`config.mk`:
```
export PLATFORM = sky130hd
export DESIGN_NAME = addsub_accum
export DESIGN_NICKNAME = d
export VERILOG_FILES = /design/src/rtl/addsub_accum.sv
export SDC_FILE = /design/constraint.sdc
export NUM_CORES = 1
export LEC_CHECK = 0
export BUFFER_PORTS_ARGS = -buffer_cell sky130_fd_sc_hd__buf_2
export CORE_AREA = 8 8 74 76
export DETAILED_ROUTE_END_ITERATION = 16
export DIE_AREA = 0 0 82 84
export GPL_ROUTABILITY_DRIVEN = 0
export GPL_TIMING_DRIVEN = 0
export MAX_ROUTING_LAYER = met4
export PLACE_DENSITY = 0.54
export SLEW_MARGIN = 20
export SYNTH_ARGS = -nofsm -noshare
export SYNTH_HDL_FRONTEND = slang
export SYNTH_SLANG_ARGS = --single-unit
```
`constraint.sdc`:
```
create_clock -name clk -period 2.7 [get_ports clk]
set_clock_uncertainty 0.05 [all_clocks]
set_input_delay 0.135 -clock clk [delete_from_list [all_inputs] [get_ports clk]]
set_output_delay 0.135 -clock clk [all_outputs]
set_load 0.05 [all_outputs]
```
`src/rtl/addsub_accum.sv`:
```
// addsub_accum: accumulates COUNT signed add/sub results into a frame sum
// and presents it, with a sticky signed-overflow flag, on a valid/ready port.
module addsub_accum #(
    parameter int unsigned N     = 4,
    parameter int unsigned COUNT = 4,
    parameter int unsigned ACC_W = 8
) (
    input  logic             clk,
    input  logic             rst_n,
    input  logic             clr,
    input  logic             in_valid,
    output logic             in_ready,
    input  logic [N+1:0]     in_z,
    output logic             out_valid,
    input  logic             out_ready,
    output logic [ACC_W-1:0] out_sum,
    output logic             out_ovf
);

    localparam int unsigned IN_W  = N + 2;
    localparam int unsigned CNT_W = (COUNT > 1) ? $clog2(COUNT) : 1;
    localparam logic [CNT_W-1:0] CNT_LAST = CNT_W'(COUNT - 1);

    typedef enum logic {
        ST_ACC  = 1'b0,
        ST_HOLD = 1'b1
    } state_e;

    state_e             state_q, state_d;
    logic [ACC_W-1:0]   acc_q, acc_d;
    logic [CNT_W-1:0]   cnt_q, cnt_d;
    logic               ovf_acc_q, ovf_acc_d;
    logic               out_valid_q, out_valid_d;
    logic [ACC_W-1:0]   out_sum_q, out_sum_d;
    logic               out_ovf_q, out_ovf_d;

    logic [IN_W-1:0]    z_in;
    logic [ACC_W-1:0]   z_ext;
    logic [ACC_W-1:0]   sum;
    logic               add_ovf;
    logic               accept;

    // Sign-extend the sample and form the wrapped sum with its overflow bit
    always_comb begin
        z_in    = in_z;
        z_ext   = ACC_W'($signed(z_in));
        sum     = acc_q + z_ext;
        add_ovf = (acc_q[ACC_W-1] == z_ext[ACC_W-1]) &&
                  (sum[ACC_W-1] != acc_q[ACC_W-1]);
        accept  = in_valid && (state_q == ST_ACC);
    end

    // Next-state: clear wins over everything, then accept / output handshake
    always_comb begin
        state_d     = state_q;
        acc_d       = acc_q;
        cnt_d       = cnt_q;
        ovf_acc_d   = ovf_acc_q;
        out_valid_d = out_valid_q;
        out_sum_d   = out_sum_q;
        out_ovf_d   = out_ovf_q;

        if (clr) begin
            state_d     = ST_ACC;
            acc_d       = '0;
            cnt_d       = '0;
            ovf_acc_d   = 1'b0;
            out_valid_d = 1'b0;
            out_sum_d   = '0;
            out_ovf_d   = 1'b0;
        end else begin
            case (state_q)
                ST_ACC: begin
                    if (accept) begin
                        if (cnt_q == CNT_LAST) begin
                            out_sum_d   = sum;
                            out_ovf_d   = ovf_acc_q | add_ovf;
                            out_valid_d = 1'b1;
                            acc_d       = '0;
                            cnt_d       = '0;
                            ovf_acc_d   = 1'b0;
                            state_d     = ST_HOLD;
                        end else begin
                            acc_d     = sum;
                            cnt_d     = cnt_q + CNT_W'(1);
                            ovf_acc_d = ovf_acc_q | add_ovf;
                        end
                    end
                end
                ST_HOLD: begin
                    if (out_ready) begin
                        out_valid_d = 1'b0;
                        state_d     = ST_ACC;
                    end
                end
                default: begin
                    state_d = ST_ACC;
                end
            endcase
        end
    end

    // State and datapath registers, asynchronously cleared
    always_ff @(posedge clk or negedge rst_n) begin
        if (!rst_n) begin
            state_q     <= ST_ACC;
            acc_q       <= '0;
            cnt_q       <= '0;
            ovf_acc_q   <= 1'b0;
            out_valid_q <= 1'b0;
            out_sum_q   <= '0;
            out_ovf_q   <= 1'b0;
        end else begin
            state_q     <= state_d;
            acc_q       <= acc_d;
            cnt_q       <= cnt_d;
            ovf_acc_q   <= ovf_acc_d;
            out_valid_q <= out_valid_d;
            out_sum_q   <= out_sum_d;
            out_ovf_q   <= out_ovf_d;
        end
    end

    assign in_ready  = (state_q == ST_ACC);
    assign out_valid = out_valid_q;
    assign out_sum   = out_sum_q;
    assign out_ovf   = out_ovf_q;

endmodule

```
* After elaboration in Yosys (flattened, before gate mapping)
Cells that the tools add are included.
** Storage, ports and cells
- Register bits :: 22
- Bits of input ports :: 11
- Output and inout bits :: 11
- Word-level logic and storage cells :: 55
** Cells by class
- Add/sub/neg operators :: 2
- Equality and inequality tests :: 7
- Multiplexer cells :: 30
- Bitwise logic cells :: 2
- Reduce and logical (&&, ||, !) cells :: 7
** Operators by type and width (number)
- $mux W8 :: 8
- $mux W1 :: 16
- $add A8 B8 Y8 :: 1
- $mux W2 :: 4
- $ne A3 B2 Y1 const B :: 2
- $reduce_and A3 Y1 :: 2
- $pmux W1 S2 :: 2
- $reduce_bool A2 Y1 :: 2
- $ne A3 B3 Y1 const B :: 1
- $add A2 B1 Y2 const B :: 1
- $eq A2 B2 Y1 const B :: 1
- $logic_and A1 B1 Y1 :: 2
- $ne A2 B2 Y1 const B :: 1
- $reduce_and A2 Y1 :: 1
- $eq A1 B1 Y1 :: 1
- $ne A1 B1 Y1 :: 1
- $not A1 Y1 :: 1
- $or A1 B1 Y1 :: 1

* Logic depth before layout (Yosys ltp)
Gate-level depths: netlist of the first run.
- Depth in word-level cells :: 8
- Depth in mapped cells :: 7
- Mapped depth without buffers :: 7

* Least setup slack after synthesis of the first run
Ideal clock, no wire load.
- Path kind :: register to register
- Start :: reg acc_q[0]
- End :: reg out_sum_q[6] (netlist: out_sum[6])
- Library setup time :: 134 ps
- Arrival :: 1736 ps
- Data required time :: 2516 ps
- Setup slack :: 780 ps
- Cell stages (with the launch flop) :: 8
- Buffers on the path :: 0
- Period minus slack after synthesis :: 1920 ps
- Path through :: dfrtp_1 ha_1 fa_1 a21o_1 a21oi_1 nand2b_1 mux2i_1 o211ai_1
** On the way
- Word-level cells in the longest chain between the ends :: 5
** RTL lines
- start: declaration :: RTL line 30 : logic [ACC_W-1:0] acc_q, acc_d;
- start signal: assignment :: RTL line 107 : acc_q <= '0;
- start signal: assignment :: RTL line 115 : acc_q <= acc_d;
- $add A8 B8 Y8 :: RTL line 47 : sum = acc_q + z_ext;
- $mux W8 :: RTL line 75 : if (cnt_q == CNT_LAST) begin
- $mux W8 :: RTL line 74 : if (accept) begin
- $mux W8 :: RTL line 72 : case (state_q)
- $mux W8 :: RTL line 63 : if (clr) begin
- end signal: assignment :: RTL line 119 : out_sum_q <= out_sum_d;
- end: declaration :: RTL line 34 : logic [ACC_W-1:0] out_sum_q, out_sum_d;
No other way between the ends. The select of a mux whose other input is x is not followed.
A chain may end at the register's enable or synchronous reset.

* Final worst setup path of the first run
- Start :: reg acc_q[1]
- End :: reg acc_q[7]
** On the way
- Word-level cells in the longest chain between the ends :: 5
** RTL lines (RTL line)
- $add A8 B8 Y8 :: 47
- $mux W8 :: 75
- $mux W8 :: 74
- $mux W8 :: 72
- $mux W8 :: 63
No other way between the ends. The select of a mux whose other input is x is not followed.

==> flow_summary_export.csv, run 1 <==
group,metric,value,unit
clocking,cts_resized,0,
setup_path,reg2reg_depth,6,
layout,nFillCells,469,
yosys,synthSimpleGateAreaFrac,13.6,%
timing,slew_headroom,28.0,%
floorplan,rows,24,
setup_path,path_class,"flip-flop to flip-flop",
routing,drc,0,
yosys,synth_fp_nets,139,
routing,wl,2860,um
timing,finalHoldViolations,0,
setup_path,worst_ep_required_time,2.84,ns
yosys,syn_area,1260,sq um
job,max-cap-violations,0,
timing,max_freq,0.450,GHz
power,vdd_drop_max,0.382,mV
layout,most-common-layout-cells,"dfrtp_1 (22), buf_2 (21), nand2_1 (11)",
clocking,cts_tree,"done",
timing,tightest_slew,1.08,ns
global_routing,grt_use_total,8.84,%
run_status,status,"finished clean",
setup_path,crit_buf_inv,0,
layout,finalNetCount,167,
routing,drt-wirelength-per-cell,14.4,um
yosys,synth_cell_types,41,
setup_path,cp.depth,6,
layout,final_layout_size_suffix_gt1_share,21.9,%
clocking,cts-root-buf,"clkbuf_8",
yosys,ys_seq_area_share,43.8,%
setup_path,reg2reg_slack,0.48,ns
clocking,cts_buffers,3,
floorplan,io_pins,22,
timing,fin_crit,2.22,ns
clocking,clk_pin_slew,0.09,ns
yosys,synth-async-reset-ratio,100,%
floorplan,die_w,82,um
clocking,post_cts.repair.setup_buffers,0,
setup_path,r2r-start,"acc_q[1]$_DFFE_PN0P_",
clocking,clock_latency,0.26,ns
routing,first_iter_violations,58,
global_routing,grt_max_degree,23,
setup_path,cp-end-kind,"flip-flop",
yosys,synthesis.area_per_instance,10.6,sq um
floorplan,die_h,84,um
layout,finalInstanceArea,1520,sq um
floorplan,coreArea,4260,sq um
layout,final_common_cell,"dfrtp_1",
hold_path,hp-class,"input port to flip-flop",
clocking,clock-sinks,22,
routing,drtAntennaViolNets,0,
yosys,yosys_warnings,0,
yosys,synth-edff-count,0,
floorplan,initial_core_util,29.5,%
routing,viasPerCell,5.03,
layout,areaGrowthSynthToFinish,20.8,%
setup_path,start_kind,"flip-flop",
timing,finalSetupTns,0,ns
yosys,synth_cells,119,
power,power_per_cell_area,794,nW/um^2
power,leakage,0.729,nW
yosys,synth_seq_cells,22,
placement,postPlaceCellArea,1430,sq um
timing,grt_setup_unrepaired,"false",
yosys,synth_top_family_by_area,"compound AO/OA/AOI/OAI gates",
global_routing,first_global_vias,955,
yosys,synth_fa_ha_area_share,9.55,%
global_routing,grt-ovfl-total,0,
setup_path,r2r-end,"acc_q[7]$_DFFE_PN0P_",
clocking,ctsHtreeMaxLevel,1,
layout,seq_area,551,sq um
setup_path,crit_path_start,"acc_q[1]$_DFFE_PN0P_",
timing,drv_slew,0,
setup_path,critPathTopFamily,"compound AO/OA/AOI/OAI gates",
yosys,synthFlopType,"dfrtp_1",
setup_path,max_stage_delay,0.55,ns
layout,multi_input_area,673,sq um
global_routing,grt_pass1_wl,4750,um
yosys,synthMuxAreaShare,2.39,%
timing,final-setup-viol-count,0,
placement,portBuffers,21,
setup_path,endpoint,"acc_q[7]$_DFFE_PN0P_",
setup_path,crit_fanout,4,
global_routing,antenna_found_initial,0,
yosys,synth_compound_area_share,24.5,%
placement,hpwl,2150,um
setup_path,worstPathCellList,"ha_1 > a211oi_2 > o21ai_1 > o311ai_1 > o21ai_0 > a31oi_1",
layout,diodes,0,
setup_path,arrival,2.36,ns
clocking,max-clock-path-buffers,2,
timing,post-route-period-util,82.3,%
setup_path,crit_slowest_cell,"o311ai_1",
routing,drtPass1Iterations,4,
floorplan,die-area,6890,sq um
yosys,yosys.area_share.xor_xnor,3.48,%
routing,num_vias,996,
synth_stat cells, types with 5 or more instances:
cell | instances | area share [%]
a21oi_1 | 5 | 2.0
a22o_1 | 9 | 6.3
nor2_1 | 5 | 1.5
dfrtp_1 | 22 | 44
ha_1 | 8 | 8.0
nand2_1 | 11 | 3.3
o21ai_0 | 6 | 2.4
cell type report:
| type | instances | share of cell area [%] |
|---|---|---|
| clock inverter | 1 | 1.98 |
| sequential | 22 | 36.2 |
| inverter | 3 | 0.741 |
| buffer | 4 | 1.48 |
| tap | 52 | 4.28 |
| multi-input combinational | 90 | 44.3 |
| timing repair buffer | 23 | 8.24 |
| clock buffer | 3 | 2.72 |
tightest hold or removal path: stages:
cell    delay (ns)
buf_2         0.08
ha_1          0.14
a22o_1        0.12
cell families (layout without fill, tap and decap cells):
family,Yosys count,count (layout)
buffers and inverters,7,34
adder cells (fa/ha/maj),9,9
AO/OA/AOI/OAI,41,41
AND/OR/NAND/NOR,32,32
XOR/XNOR,5,5
flip-flops,22,22
multiplexers,3,3
repair_timing:
action | 4_1_cts | 5_1_grt
hold buffers | 2 | 0
hold endpoints to repair | 23 | 0
endpoints found under the setup margin | 0 | 0
through the flow:
| stage | utilization [%] | total power [mW] | hold WS (ns) | std cells | setup WS (ns) |
|---|---|---|---|---|---|
| 2_1_floorplan | - | 0.790 | -0.211 | 119 | 0.780 |
| 3_3_place_gp | 33.5 | 0.890 | 0.0793 | 192 | 0.627 |
| 3_5_place_dp | 33.5 | 0.900 | 0.0947 | 192 | 0.552 |
| 4_1_cts | 35.6 | 1.22 | 0.196 | 198 | 0.526 |
| 5_1_grt | 35.6 | 1.28 | 0.220 | 198 | 0.450 |
| 6_report | 35.6 | 1.21 | 0.203 | 198 | 0.479 |
per-layer routing:
layer	wire (um)	vias up	GRT usage [%]
met1	1380	476	11.5
met4	13	0	0.958
met5	0	-	-
li1	-	498	-
met2	1320	20	13.1
met3	145	2	3.13
power breakdown:
| part | internal, mW | switching [mW] | total (mW) | leakage, nW |
|---|---|---|---|---|
| combinational | 0.161 | 0.298 | 0.460 | 0.404 |
| clock | 0.198 | 0.113 | 0.311 | 0.0357 |
| sequential | 0.394 | 0.0422 | 0.436 | 0.289 |
registers in the layout (all words and copies together) (netlist names):
name / flops
acc_q: 8
out_sum: 8
cnt_q: 2
out_ovf: 1
out_valid: 1
ovf_acc_q: 1
state_q: 1
how the worst min path moves through the flow:
stage,start,to,cells after the start
finish,in_z[0],acc_q[0]$_DFFE_PN0P_,3
global route,in_z[0],acc_q[0]$_DFFE_PN0P_,3
CTS,in_z[0],acc_q[0]$_DFFE_PN0P_,3
detailed placement,rst_n,cnt_q[0]$_DFFE_PN0P_,1
global placement,rst_n,cnt_q[0]$_DFFE_PN0P_,1
floorplan,rst_n,acc_q[0]$_DFFE_PN0P_,0
No activity file was read; power rests on OpenSTA's default activity.
==> run 2: changes to the inputs <==
--- a/config.mk
+++ b/config.mk
@@ -12,7 +12,7 @@
 export GPL_ROUTABILITY_DRIVEN = 0
 export GPL_TIMING_DRIVEN = 0
 export MAX_ROUTING_LAYER = met4
-export PLACE_DENSITY = 0.54
+export PLACE_DENSITY = 0.56
 export SLEW_MARGIN = 20
 export SYNTH_ARGS = -nofsm -noshare
 export SYNTH_HDL_FRONTEND = slang
==> constraint.sdc (replaced) <==
create_clock -name clk -period 1.8 [get_ports clk]
set_clock_uncertainty 0.05 [all_clocks]
set_input_delay 0.09 -clock clk [delete_from_list [all_inputs] [get_ports clk]]
set_output_delay 0.09 -clock clk [all_outputs]
set_load 0.05 [all_outputs]
==> run 2 against run 1 <==
  * The run now ends with negative setup slack left
  * Utilization is 6.0 points higher
  * Routed wire length increased by 14%
  * Sequential power is 54% higher
  * Non-clock buffer count up 9
  * Cell count rose by 4.5%
  * Clock power grew 48%
  * Critical path depth grew 1
  * Die area unchanged
  * Fmax increased by 13%
  * Worst hold slack got worse by 0.047 ns
  * Critical endpoint is now out_sum[6]$_DFFE_PN0P_
  * Largest power group unchanged
==> flow_summary_export.csv, run 2 (synthesis gave the netlist of run 1 again) <==
group,metric,value,unit
timing,final-setup-viol-count,7,
clocking,cts_buffers,3,
setup_path,crit_fanout,3,
floorplan,die-area,6890,sq um
setup_path,reg2reg_depth,7,
timing,grt_setup_unrepaired,"true",
timing,finalSetupTns,-0.812,ns
layout,fin_cells,207,
layout,finalNetCount,176,
power,p_total,2.06,mW
clocking,max-clock-path-buffers,2,
clocking,clk_pin_slew,0.08,ns
clocking,cts-root-buf,"clkbuf_8",
setup_path,path_class,"flip-flop to flip-flop",
run_status,violations,"negative setup slack",
global_routing,grt_use_total,10.1,%
routing,first_iter_violations,61,
floorplan,io_pins,22,
routing,drtAntennaViolNets,0,
placement,post-place-ws,-0.330,ns
job,max-cap-violations,0,
hold_path,hp-class,"input port to flip-flop",
setup_path,start_kind,"flip-flop",
global_routing,grt_pass1_wl,5490,um
layout,most-common-layout-cells,"dfrtp_1 (21), buf_2 (21), nand2_1 (11)",
run_status,status,"complete, but fails checks",
global_routing,antenna_found_initial,0,
layout,nFillCells,427,
setup_path,arrival,2.05,ns
power,power_per_cell_area,1160,nW/um^2
floorplan,initial_core_util,29.5,%
global_routing,first_global_vias,1174,
timing,post-route-period-util,109,%
power,vdd_drop_max,0.614,mV
layout,final_layout_size_suffix_gt1_share,39.4,%
floorplan,die_h,84,um
setup_path,cp-end-kind,"flip-flop",
timing,finalHoldViolations,0,
setup_path,crit_path_start,"acc_q[0]$_DFFE_PN0P_",
clocking,clock-sinks,22,
placement,hpwl,2250,um
placement,dp.cells,192,
layout,seq_area,552,sq um
floorplan,die_w,82,um
timing,fin_ws,-0.166,ns
clocking,clock_latency,0.26,ns
layout,areaGrowthSynthToFinish,41.0,%
layout,diodes,0,
timing,tightest_slew,0.555,ns
setup_path,worst_ep_required_time,1.88,ns
floorplan,coreArea,4260,sq um
hold_path,hold_depth,3,
routing,wl,3260,um
setup_path,r2r-start,"acc_q[0]$_DFFE_PN0P_",
power,leakage,0.789,nW
clocking,cts_tree,"done",
routing,viasPerCell,5.03,
routing,drt-wirelength-per-cell,15.7,um
clocking,ctsHtreeMaxLevel,1,
routing,num_vias,1042,
timing,drv_slew,0,
floorplan,rows,24,
timing,fin_crit,1.97,ns
routing,drc,0,
layout,multi_input_area,853,sq um
global_routing,grt_max_degree,23,
setup_path,reg2reg_slack,-0.17,ns
timing,fin_hold_ws,0.155,ns
routing,drtPass1Iterations,4,
placement,portBuffers,21,
timing,max_freq,0.509,GHz
global_routing,grt-ovfl-total,0,
hold_path,min_from,"in_z[0]",
timing,slew_headroom,62.8,%
[run 2: cell count changes in the layout (fill, tap and decap cells not counted), sizes merged]
| cell | before | now |
|---|---|---|
| buf | 22 | 31 |
[run 2: worst paths after layout]
check	endpoint
worst max-delay path	out_sum[6]$_DFFE_PN0P_
worst min-delay path	acc_q[0]$_DFFE_PN0P_
worst max register to register	out_sum[6]$_DFFE_PN0P_
worst min register to register	out_sum[3]$_DFFE_PN0P_
max in group asynchronous	acc_q[1]$_DFFE_PN0P_
min in group asynchronous	cnt_q[0]$_DFFE_PN0P_
[run 2: metal layers]
metal  GRT usage (%)  routed length (um)  vias up
met2            16.2                1570       18
li1                -                   -      513
met5               -                   0        -
met3            2.48                 116        2
met4            1.44                  12        0
met1            12.6                1550      509
[run 2: worst max-delay path, stage by stage (launching register included)]
cell and delay, ns:
dfrtp_1 0.41, ha_4 0.19, fa_2 0.34, a21o_1 0.17, a21oi_2 0.15, nand2b_4 0.16
mux2i_4 0.25, o211ai_1 0.12
[run 2: layout make-up]
class / instances / share of cell area, %
multi-input cells: 90 / 48.1
flip-flops and latches: 22 / 31.1
repair buffers: 32 / 11.1
well taps: 52 / 3.67
clock buffers: 3 / 2.33
clock inverters: 1 / 1.69
plain buffers: 4 / 1.34
inverters: 3 / 0.635
[run 2: power by group]
group | total, mW | internal [mW] | leakage [nW] | switching (mW)
Clock | 0.460 | 0.297 | 0.0357 | 0.163
Combinational | 0.935 | 0.399 | 0.466 | 0.536
Sequential | 0.670 | 0.591 | 0.288 | 0.0783
[run 2: through the flow]
step / cell area [sq um] / utilization, %
floorplan: 1310 / -
global placement: 1480 / 34.7
detailed placement: 1480 / 34.7
CTS: 1680 / 39.4
global route: 1770 / 41.6
finish: 1770 / 41.6
[run 2: repair_timing]
item / CTS / global route
setup buffers: 3 / 6
resized for setup: 13 / 11
pin swaps: 2 / 7
hold buffers: 2 / 0
setup endpoints to repair: 10 / 12
endpoints found under the hold margin: 23 / 0
==> run 3: changes to the inputs <==
--- a/config.mk
+++ b/config.mk
@@ -13,6 +13,7 @@
 export GPL_TIMING_DRIVEN = 0
 export MAX_ROUTING_LAYER = met4
 export PLACE_DENSITY = 0.56
+export REMOVE_ABC_BUFFERS = 1
 export SLEW_MARGIN = 20
 export SYNTH_ARGS = -nofsm -noshare
 export SYNTH_HDL_FRONTEND = slang
==> run 3 against run 2 <==
  * Worst hold slack worse by 0.041 ns
  * Utilization up 0.32 points
  * Clock power is essentially flat
  * Fmax is 1.9% lower
  * The run still ends with negative setup slack left
  * Register-to-register slack lost 0.04 ns
  * Setup slack got worse by 0.038 ns
  * First-iteration DRC count down 25%
  * Sequential share of layout area fell by 0.31 points
  * Critical endpoint unchanged
==> flow_summary_export.csv, run 3 (synthesis gave the netlist of run 1 again) <==
group,metric,value,unit
floorplan,die_w,82,um
run_status,status,"complete, but fails checks",
setup_path,cp-end-kind,"flip-flop",
routing,drtPass1Iterations,4,
timing,post-route-period-util,111,%
timing,finalSetupTns,-1.00,ns
placement,portBuffers,21,
timing,final-setup-viol-count,8,
layout,final_common_cell,"dfrtp_1",
power,p_total,2.09,mW
clocking,cts_tree,"done",
layout,seq_area,551,sq um
placement,hpwl,2120,um
setup_path,path_class,"flip-flop to flip-flop",
placement,post-place-ws,-0.349,ns
power,p_comb_share,46.0,%
floorplan,initial_core_util,29.5,%
power,p_int,1.31,mW
hold_path,hp-class,"input port to flip-flop",
timing,fin_hold_ws,0.114,ns
job,max-cap-violations,0,
timing,max_freq,0.499,GHz
timing,tightest_slew,0.586,ns
timing,drv_slew,0,
setup_path,worst_ep_required_time,1.89,ns
layout,fin_cells,206,
layout,diodes,0,
layout,areaGrowthSynthToFinish,42.1,%
layout,final_layout_size_suffix_gt1_share,43.5,%
floorplan,io_pins,22,
setup_path,start_kind,"flip-flop",
layout,multi_input_area,873,sq um
global_routing,grt_use_total,9.90,%
layout,final_util,41.9,%
routing,drc,0,
clocking,clock_latency,0.26,ns
layout,most-common-layout-cells,"dfrtp_1 (22), buf_2 (21), buf_4 (12)",
layout,nFillCells,422,
global_routing,grt_max_degree,23,
floorplan,coreArea,4260,sq um
floorplan,die-area,6890,sq um
layout,finalInstanceArea,1790,sq um
routing,drtAntennaViolNets,0,
power,p_switching,0.787,mW
timing,fin_crit,2.00,ns
routing,num_vias,1071,
power,vdd_drop_max,0.604,mV
setup_path,crit_fanout,3,
power,p_seq_share,32.0,%
setup_path,arrival,2.09,ns
placement,dp.cells,188,
clocking,cts-root-buf,"clkbuf_8",
timing,grt_setup_unrepaired,"true",
routing,viasPerCell,5.20,
timing,slew_headroom,60.7,%
clocking,clock-sinks,22,
power,p_sw_share,37.6,%
routing,first_iter_violations,46,
clocking,ctsHtreeMaxLevel,1,
floorplan,rows,24,
global_routing,first_global_vias,1155,
routing,wl,3340,um
power,power_frac_clock,22.0,%
power,power_per_cell_area,1170,nW/um^2
placement,postPlaceCellArea,1410,sq um
global_routing,antenna_found_initial,0,
clocking,max-clock-path-buffers,2,
floorplan,die_h,84,um
power,leakage,0.800,nW
global_routing,grt-ovfl-total,0,
clocking,cts_buffers,3,
run_status,violations,"negative setup slack",
layout,finalNetCount,175,
routing,drt-wirelength-per-cell,16.2,um
timing,fin_ws,-0.203,ns
clocking,clk_pin_slew,0.08,ns
global_routing,grt_pass1_wl,5380,um
timing,finalHoldViolations,0,
[run 3: cell types whose count changed in the layout (fill, tap and decap cells not counted), moves of 2 or more]
cell	change
nor2_1	-2
buf_4	+4
nor2_2	+2
buf_6	-2
clkbuf_1	-2
[run 3: final timing paths]
check | depth (start not counted) | start | endpoint | slack (ns)
max | 7 | acc_q[0]$_DFFE_PN0P_ | out_sum[6]$_DFFE_PN0P_ | -0.20
min | 2 | clr | out_valid$_DFFE_PN0P_ | 0.11
max reg2reg | 7 | acc_q[0]$_DFFE_PN0P_ | out_sum[6]$_DFFE_PN0P_ | -0.20
min reg2reg | 2 | out_sum[2]$_DFFE_PN0P_ | out_sum[2]$_DFFE_PN0P_ | 0.44
max in group asynchronous | 2 | rst_n | out_sum[0]$_DFFE_PN0P_ | 1.09
min in group asynchronous | 2 | rst_n | cnt_q[1]$_DFFE_PN0P_ | 0.27
[run 3: power groups by stage]
stage	clock network (mW)	registers (mW)	logic, mW
2_1_floorplan	0	0.821	0.356
3_3_place_gp	0	0.659	0.670
3_5_place_dp	0	0.666	0.683
4_1_cts	0.477	0.664	0.796
5_1_grt	0.486	0.684	1.04
6_report	0.459	0.670	0.963
[run 3: layer usage]
layer | global-route usage (%) | share of wire [%] | up-vias
li1 | - | - | 516
met1 | 12.1 | 44 | 513
met2 | 15.8 | 50 | 34
met3 | 2.91 | 3.9 | 8
met4 | 1.44 | 1.6 | 0
met5 | - | 0 | -
[run 3: cell type report]
cell class | instances | share of cell area (%)
clock inverter | 1 | 1.68
clock buffer | 3 | 2.31
inverter | 3 | 0.630
multi-input combinational | 90 | 48.9
timing repair buffer | 35 | 12.0
tap | 52 | 3.64
sequential | 22 | 30.8
[run 3: worst max-delay path, stage by stage, from the launching register on]
cell and delay [ns]:
dfrtp_1 0.42, ha_4 0.19, fa_2 0.34, a21o_1 0.18
a21oi_2 0.20, nand2b_4 0.18, mux2i_4 0.22, o211ai_1 0.10
[run 3: repair_timing]
action,4_1_cts,5_1_grt
resized for setup,18,17
endpoints found under the setup margin,11,11
endpoints found under the hold margin,23,0
pin swaps,12,12
setup buffers,4,8
hold buffers,2,0
